<file path="src/rtl/npc_pkg.sv">
// npc_pkg: shared definitions for the NPC core fetch path.
//   XLEN          - address / instruction width
//   NPC_RESET_PC  - architectural PC value loaded on reset
//   fetch_state_e - fetch sequencer states
//   is_misaligned - true when an address is not word aligned
package npc_pkg;

  localparam int XLEN = 32;
  localparam logic [XLEN-1:0] NPC_RESET_PC = 32'h8000_0000;

  typedef enum logic [2:0] {
    ST_IDLE  = 3'd0,
    ST_FETCH = 3'd1,
    ST_WAIT  = 3'd2,
    ST_ISSUE = 3'd3,
    ST_EXEC  = 3'd4,
    ST_HALT  = 3'd5,
    ST_FAULT = 3'd6
  } fetch_state_e;

  function automatic logic is_misaligned(input logic [XLEN-1:0] addr);
    return addr[1:0] != 2'b00;
  endfunction

endpackage

</file>
<file path="src/rtl/fetch_seq_if.sv">
// fetch_seq_if: valid/ready instruction-fetch port between the fetch
// sequencer (master) and instruction memory (slave).
//   ifu_req_valid  master->slave  request valid
//   ifu_req_ready  slave->master  memory accepts request
//   ifu_req_addr   master->slave  fetch address
//   ifu_rsp_valid  slave->master  response valid
//   ifu_rsp_inst   slave->master  fetched instruction
//   ifu_rsp_err    slave->master  bus error, qualified by ifu_rsp_valid
interface fetch_seq_if;
  import npc_pkg::*;

  logic            ifu_req_valid;
  logic            ifu_req_ready;
  logic [XLEN-1:0] ifu_req_addr;
  logic            ifu_rsp_valid;
  logic [XLEN-1:0] ifu_rsp_inst;
  logic            ifu_rsp_err;

  modport master (
    output ifu_req_valid,
    output ifu_req_addr,
    input  ifu_req_ready,
    input  ifu_rsp_valid,
    input  ifu_rsp_inst,
    input  ifu_rsp_err
  );

  modport slave (
    input  ifu_req_valid,
    input  ifu_req_addr,
    output ifu_req_ready,
    output ifu_rsp_valid,
    output ifu_rsp_inst,
    output ifu_rsp_err
  );

endinterface

</file>
<file path="src/rtl/pc_next.sv">
// pc_next: combinational next-PC select for the fetch sequencer.
//   cur_pc       in   current architectural PC
//   halt_req     in   ebreak retired (wins over redirect)
//   redir_en     in   taken jump/branch
//   redir_target in   absolute redirect target
//   next_pc      out  PC to load when execute completes
//   misaligned   out  redirect target is not word aligned
module pc_next
  import npc_pkg::*;
(
  input  logic [XLEN-1:0] cur_pc,
  input  logic            halt_req,
  input  logic            redir_en,
  input  logic [XLEN-1:0] redir_target,
  output logic [XLEN-1:0] next_pc,
  output logic            misaligned
);

  logic take_redir;

  assign take_redir = redir_en && !halt_req;
  assign misaligned = take_redir && is_misaligned(redir_target);

  always_comb begin
    next_pc = cur_pc + 32'd4; // natural 32-bit wrap FFFF_FFFC -> 0
    if (halt_req || misaligned) begin
      next_pc = cur_pc;
    end else if (take_redir) begin
      next_pc = redir_target;
    end
  end

endmodule

</file>
<file path="src/rtl/fetch_seq.sv">
// fetch_seq: multi-cycle instruction-fetch sequencer. Owns the
// architectural PC and walks each instruction through
// FETCH -> WAIT -> ISSUE -> EXEC, stopping in HALT or FAULT.
//   clk, rst      clock, asynchronous active-high reset
//   bus           fetch port (fetch_seq_if.master)
//   inst_valid    one-cycle issue pulse
//   inst/inst_pc  latched instruction and its PC
//   exe_done      execute finished current instruction
//   redir_en      taken jump/branch, qualified by exe_done
//   redir_target  absolute redirect target
//   halt_req      ebreak retired, qualified by exe_done
//   pc            architectural PC
//   halted/fault  sticky stop indications
module fetch_seq #(
  parameter int                XLEN     = 32,
  parameter logic [XLEN-1:0]   RESET_PC = npc_pkg::NPC_RESET_PC
) (
  input  logic            clk,
  input  logic            rst,
  fetch_seq_if.master     bus,
  output logic            inst_valid,
  output logic [XLEN-1:0] inst,
  output logic [XLEN-1:0] inst_pc,
  input  logic            exe_done,
  input  logic            redir_en,
  input  logic [XLEN-1:0] redir_target,
  input  logic            halt_req,
  output logic [XLEN-1:0] pc,
  output logic            halted,
  output logic            fault
);
  import npc_pkg::*;

  fetch_state_e    state_q, state_d;
  logic [XLEN-1:0] pc_q;
  logic [XLEN-1:0] inst_q, inst_pc_q;
  logic [XLEN-1:0] next_pc;
  logic            misaligned;
  logic            pc_load;
  logic            inst_load;

  pc_next u_pc_next (
    .cur_pc       (pc_q),
    .halt_req     (halt_req),
    .redir_en     (redir_en),
    .redir_target (redir_target),
    .next_pc      (next_pc),
    .misaligned   (misaligned)
  );

  always_ff @(posedge clk or posedge rst) begin
    if (rst) begin
      state_q <= ST_IDLE;
    end else begin
      state_q <= state_d;
    end
  end

  always_comb begin
    state_d   = state_q;
    pc_load   = 1'b0;
    inst_load = 1'b0;
    case (state_q)
      ST_IDLE:  state_d = ST_FETCH;
      ST_FETCH: begin
        if (bus.ifu_req_ready) state_d = ST_WAIT;
      end
      // Responses are only looked at here, so one arriving in the
      // handshake cycle or during EXEC is dropped.
      ST_WAIT: begin
        if (bus.ifu_rsp_valid) begin
          if (bus.ifu_rsp_err) begin
            state_d = ST_FAULT;
          end else begin
            inst_load = 1'b1;
            state_d   = ST_ISSUE;
          end
        end
      end
      ST_ISSUE: state_d = ST_EXEC;
      ST_EXEC: begin
        if (exe_done) begin
          pc_load = 1'b1; // next_pc already holds pc on halt/misalign
          if (halt_req)        state_d = ST_HALT;
          else if (misaligned) state_d = ST_FAULT;
          else                 state_d = ST_FETCH;
        end
      end
      ST_HALT:  state_d = ST_HALT;
      ST_FAULT: state_d = ST_FAULT;
      default:  state_d = ST_IDLE;
    endcase
  end

  always_ff @(posedge clk or posedge rst) begin
    if (rst) begin
      pc_q <= RESET_PC;
    end else if (pc_load) begin
      pc_q <= next_pc;
    end
  end

  always_ff @(posedge clk or posedge rst) begin
    if (rst) begin
      inst_q    <= '0;
      inst_pc_q <= '0;
    end else if (inst_load) begin
      inst_q    <= bus.ifu_rsp_inst;
      inst_pc_q <= pc_q;
    end
  end

  assign bus.ifu_req_valid = (state_q == ST_FETCH);
  assign bus.ifu_req_addr  = pc_q;
  assign inst_valid        = (state_q == ST_ISSUE);
  assign inst              = inst_q;
  assign inst_pc           = inst_pc_q;
  assign pc                = pc_q;
  assign halted            = (state_q == ST_HALT);
  assign fault             = (state_q == ST_FAULT);

endmodule
</file>
<file path="src/flat_wrapper.sv">
// flat-port wrapper written by rule: the top's interface ports become plain ports
module fetch_seq_flat import npc_pkg::*;
#(
  parameter int                XLEN     = 32,
  parameter logic [XLEN-1:0]   RESET_PC = npc_pkg::NPC_RESET_PC
)
  (clk, rst, inst_valid, inst, inst_pc, exe_done, redir_en, redir_target, halt_req, pc, halted, fault, bus_ifu_req_valid, bus_ifu_req_addr, bus_ifu_req_ready, bus_ifu_rsp_valid, bus_ifu_rsp_inst, bus_ifu_rsp_err);
  fetch_seq_if bus_i ();
  input  logic clk;
  input  logic rst;
  output logic inst_valid;
  output logic [XLEN-1:0] inst;
  output logic [XLEN-1:0] inst_pc;
  input  logic exe_done;
  input  logic redir_en;
  input  logic [XLEN-1:0] redir_target;
  input  logic halt_req;
  output logic [XLEN-1:0] pc;
  output logic halted;
  output logic fault;
  output wire logic [$bits(bus_i.ifu_req_valid)-1:0] bus_ifu_req_valid;
  output wire logic [$bits(bus_i.ifu_req_addr)-1:0] bus_ifu_req_addr;
  input wire logic [$bits(bus_i.ifu_req_ready)-1:0] bus_ifu_req_ready;
  input wire logic [$bits(bus_i.ifu_rsp_valid)-1:0] bus_ifu_rsp_valid;
  input wire logic [$bits(bus_i.ifu_rsp_inst)-1:0] bus_ifu_rsp_inst;
  input wire logic [$bits(bus_i.ifu_rsp_err)-1:0] bus_ifu_rsp_err;
  assign bus_ifu_req_valid = bus_i.ifu_req_valid;
  assign bus_ifu_req_addr = bus_i.ifu_req_addr;
  assign bus_i.ifu_req_ready = bus_ifu_req_ready;
  assign bus_i.ifu_rsp_valid = bus_ifu_rsp_valid;
  assign bus_i.ifu_rsp_inst = bus_ifu_rsp_inst;
  assign bus_i.ifu_rsp_err = bus_ifu_rsp_err;
  fetch_seq #(.XLEN(XLEN), .RESET_PC(RESET_PC)) u_core (.clk(clk), .rst(rst), .bus(bus_i), .inst_valid(inst_valid), .inst(inst), .inst_pc(inst_pc), .exe_done(exe_done), .redir_en(redir_en), .redir_target(redir_target), .halt_req(halt_req), .pc(pc), .halted(halted), .fault(fault));
endmodule
</file>
<file path="config.mk">
export PLATFORM = sky130hd
export DESIGN_NAME = fetch_seq_flat
export DESIGN_NICKNAME = d
export VERILOG_FILES = /design/src/rtl/npc_pkg.sv /design/src/rtl/fetch_seq_if.sv /design/src/rtl/pc_next.sv /design/src/rtl/fetch_seq.sv /design/src/flat_wrapper.sv
export SDC_FILE = /design/constraint.sdc
export NUM_CORES = 1
export LEC_CHECK = 0
export ABC_CLOCK_PERIOD_IN_PS = 4200
export CAP_MARGIN = 20
export CELL_PAD_IN_SITES_DETAIL_PLACEMENT = 0
export CELL_PAD_IN_SITES_GLOBAL_PLACEMENT = 2
export CORE_ASPECT_RATIO = 0.8
export CORE_MARGIN = 5
export CORE_UTILIZATION = 26
export DETAILED_ROUTE_END_ITERATION = 16
export PLACE_DENSITY = 0.92
export SYNTH_ARGS = -nofsm -noshare
export SYNTH_HDL_FRONTEND = slang
export SYNTH_SLANG_ARGS = --single-unit
</file>
<file path="constraint.sdc">
create_clock -name clk -period 4.2 [get_ports clk]
set_input_delay 0.84 -clock clk [delete_from_list [all_inputs] [get_ports clk]]
set_output_delay 0.84 -clock clk [all_outputs]
set_load 0.03 [all_outputs]
</file>
==> flow_metrics.tcl <==
set metrics [dict create \
    dr.first_iter.drc_count 178 \
    worstHoldStart "u_core.inst_pc[20]" \
    critPathKind "flop to output pin" \
    ys_async_sr_fraction_pct 100 \
    pin_count 204 \
    netlist-cell-type-count 48 \
    num_vias 3985 \
    global_route_wire_length_before_repair_mm 23.3 \
    synthesis.instances 438 \
    synth.yosys.seq_area_share_pct 51.6 \
    cts_htree_levels 3 \
    place_hpwl_mm 10.7 \
    share_seq_of_total_power_pct 33.0 \
    layoutNonFillerInstCount 834 \
    power.density_cell_area_nw_per_um2 724 \
    crit_path_start_kind "flop" \
    tritoncts.num_buffers 9 \
    finalSetupViolCount 0 \
    clock-skew-final_ns 0.0124 \
    overflow 0 \
    critPathBufInv 1 \
    r2r.worst_path.cells 5 \
    hold_depth 1 \
    dp_cells 817 \
    total_leakage_power_nw 2.91 \
    crit_path_max_incr_delay_ns 0.67 \
    cts-hold-fix-buffers 0 \
    placeableCoreArea_um2 18200 \
    path_clk_slew_ns 0.07 \
    total_switching_power_mw 2.19 \
    signal_arrival_time_at_the_worst_endpoint_ns 1.94 \
    detail_route.drc_violations 0 \
    cap_violations 0 \
    unrepaired_setup_endpoints_after_global_routing "false" \
    nFillCells 1756 \
    timing.hold.worst_endpoint "u_core.inst_pc[20]" \
    die_area_um2 21300 \
    buffer_ports.inserted 203 \
    antenna_left 0 \
    crit_chain "nor2b_1 > and2_1 > clkdlybuf4s50_1" \
    sw_frac_of_total_pct 42.5 \
    cp_top_family "buffers and inverters" \
    mapped_nets 511 \
    final_layout_size_suffix_gt1_share_pct 16.1 \
    routed_wire_length_mm 14.6 \
    placementRows 44 \
    initial_core_util_pct 26.4 \
    grt.total_usage_pct 13.7 \
    yosysMostFrequentCell "dfrtp_1" \
    warning_count_from_the_yosys_run 0 \
    cts-root-to-sink-buffers 2 \
    hold_violations 0 \
    syn_area_per_cell_um2 11.0 \
    hold_path.class "flop to flop" \
    cp.required_ns 3.36 \
    fin_crit_sh_pct 66.2 \
    fin_crit_ns 2.78 \
    critPathCaptureType "output pin" \
    synth_enable_flop_cells 0 \
    total_count_of_max_transition_violations_in_the_final_report 0 \
    yosys_register_bits 99 \
    fin_worst_hold_slack_ns 0.502 \
    initial_antenna_violation_count 1 \
    cts_tree "done" \
    worst_slew_pin_slew_ns 0.868 \
    fmax_mhz 359 \
    r2r_setup_slack_ns 1.78 \
    cell_internal_pwr_mw 2.97 \
    slew_headroom_pct 42.2 \
    syn_area_um2 4800 \
    syn_to_final_growth_pct 48.6 \
    synth.top_cells.by_count "dfrtp_1 (98), mux2_2 (64), a21oi_1 (44)" \
    status "finished clean" \
    cts.sink_count 99 \
    irDropWorstVdd_mv 0.378 \
    crit_path_max_fanout 9 \
    clockPowerShare_pct 17.6 \
    ctsRootBufferMaster "clkbuf_16" \
    post-synth-top-area-fraction_pct 51.0 \
    number_of_global_route_vias_before_repair 4178 \
    critical_path.reg2reg.endpoint "u_core.bus.ifu_req_addr[30]" \
    footprint_of_the_multi_input_gates_um2 1920 \
    later_pin_clock_latency_in_the_skew_report_ns 0.35 \
    first_pass_iters 5 \
    synth-main-ff-cell "dfrtp_1" \
    routed_via_density 4.78 \
    final-seq-area_um2 2480 \
    post_drt_wl_per_cell_um 17.5 \
    cp_slowest_cell "clkdlybuf4s50_1" \
    largest_net_degree_at_the_start_of_global_routing 65 \
    synth_top_area_cell "dfrtp_1" \
    dieHeight_um 132 \
    finish.net_count 671 \
    cts.repair.resized 0 \
    die-width_um 162 \
    finalSetupTns_ns 0 \
    timing.rr.start "u_core.bus.ifu_req_addr[2]" \
    gp_congestion 0.766 \
    power.combinational.fraction_pct 49.4 \
    post_cts_buffers 0 \
    ys_top_cells_by_area "dfrtp_1 (51%), mux2_2 (15%), buf_4 (5.2%)" \
]
==> worst register-to-register path, delay by kind of cell (launching register included) <==
kind / cells / cell delay (ns)
AND/OR/NAND/NOR: 3 / 1.33
flip-flops: 1 / 0.53
adder cells (fa/ha/maj): 1 / 0.29
AO/OA/AOI/OAI: 1 / 0.14
==> cells by family (layout without fill, tap and decap cells) <==
kind of cell	after synthesis	in the layout	synth area share, %
AO/OA/AOI/OAI	101	101	12.7
buffers and inverters	69	234	8.57
multiplexers	65	65	15.2
flip-flops	99	99	51.6
other	0	1	0
AND/OR/NAND/NOR	103	103	11.7
adder cells (fa/ha/maj)	1	1	0.260
==> metal layers <==
metal	share of wire, %	wire, µm	GRT usage, %
met4	1.7	242	3.76
met2	47	6910	22.8
met3	7.8	1140	4.76
met5	0	0	0
met1	43	6300	16.8
==> worst max-delay path by stage <==
stage                             endpoint  cells after the start               from  slack [ns]
2_1_floorplan   u_core.bus.ifu_req_addr[0]                      1                rst        0.77
3_3_place_gp   u_core.bus.ifu_req_addr[29]                      6           exe_done        1.20
3_5_place_dp   u_core.bus.ifu_req_addr[29]                      6           exe_done        1.13
4_1_cts                              fault                      3  u_core.state_q[2]        1.41
5_1_grt        u_core.bus.ifu_req_addr[29]                      6           exe_done        1.25
6_report                             fault                      3  u_core.state_q[2]        1.42
==> sequential cells by signal (all words and copies together), names as in the netlist <==
| name | cells |
|---|---|
| u_core.inst_pc | 32 |
| u_core.bus.ifu_req_addr | 32 |
| u_core.inst | 32 |
| u_core.state_q | 3 |
==> metrics by stage <==
stage               setup slack [ns]  cell area [µm²]  total power, mW  utilization, %
floorplan                      0.771             4800             3.22               -
global placement                1.20             6810             4.24            37.5
detailed placement              1.13             6810             4.29            37.5
CTS                             1.41             7140             5.24            39.3
global route                    1.25             7140             5.44            39.3
finish                          1.42             7140             5.17            39.3
==> layout make-up <==
cell class                      count  area share [%]
Sequential cell                    99            34.7
Timing Repair Buffer              210            29.2
Multi-Input combinational cell    270            27.0
Tap cell                          230            4.03
Clock buffer                       10            3.35
Clock inverter                      6            1.24
Inverter                            8           0.456
Antenna cell                        1          0.0351
==> power by group through the flow <==
| stage | sequential, mW | combinational [mW] | clock [mW] |
|---|---|---|---|
| floorplan | 2.26 | 0.964 | 0 |
| global placement | 1.69 | 2.55 | 0 |
| detailed placement | 1.72 | 2.57 | 0 |
| CTS | 1.71 | 2.58 | 0.947 |
| global route | 1.78 | 2.68 | 0.982 |
| finish | 1.70 | 2.55 | 0.912 |
==> cell usage in the layout, fill, tap and decap left out, types with 2 or more instances in the layout <==
cell,n
nor2_1,15
nor3b_1,2
nand4_1,3
o21ai_0,20
dfrtp_1,98
mux2_2,64
nor3_1,8
o22ai_1,14
nor2b_1,4
nand3_1,15
and2_1,5
a21oi_1,44
clkinvlp_4,2
buf_4,7
inv_1,7
o31ai_1,3
nand2b_1,3
and3_1,5
bufinv_16,2
nor4_1,2
a31oi_1,2
or3_1,4
a2bb2oi_1,5
clkbuf_16,9
nand2_1,25
a311oi_1,2
and4_1,3
clkdlybuf4s50_1,203
Power figures use the tool's default switching activity.
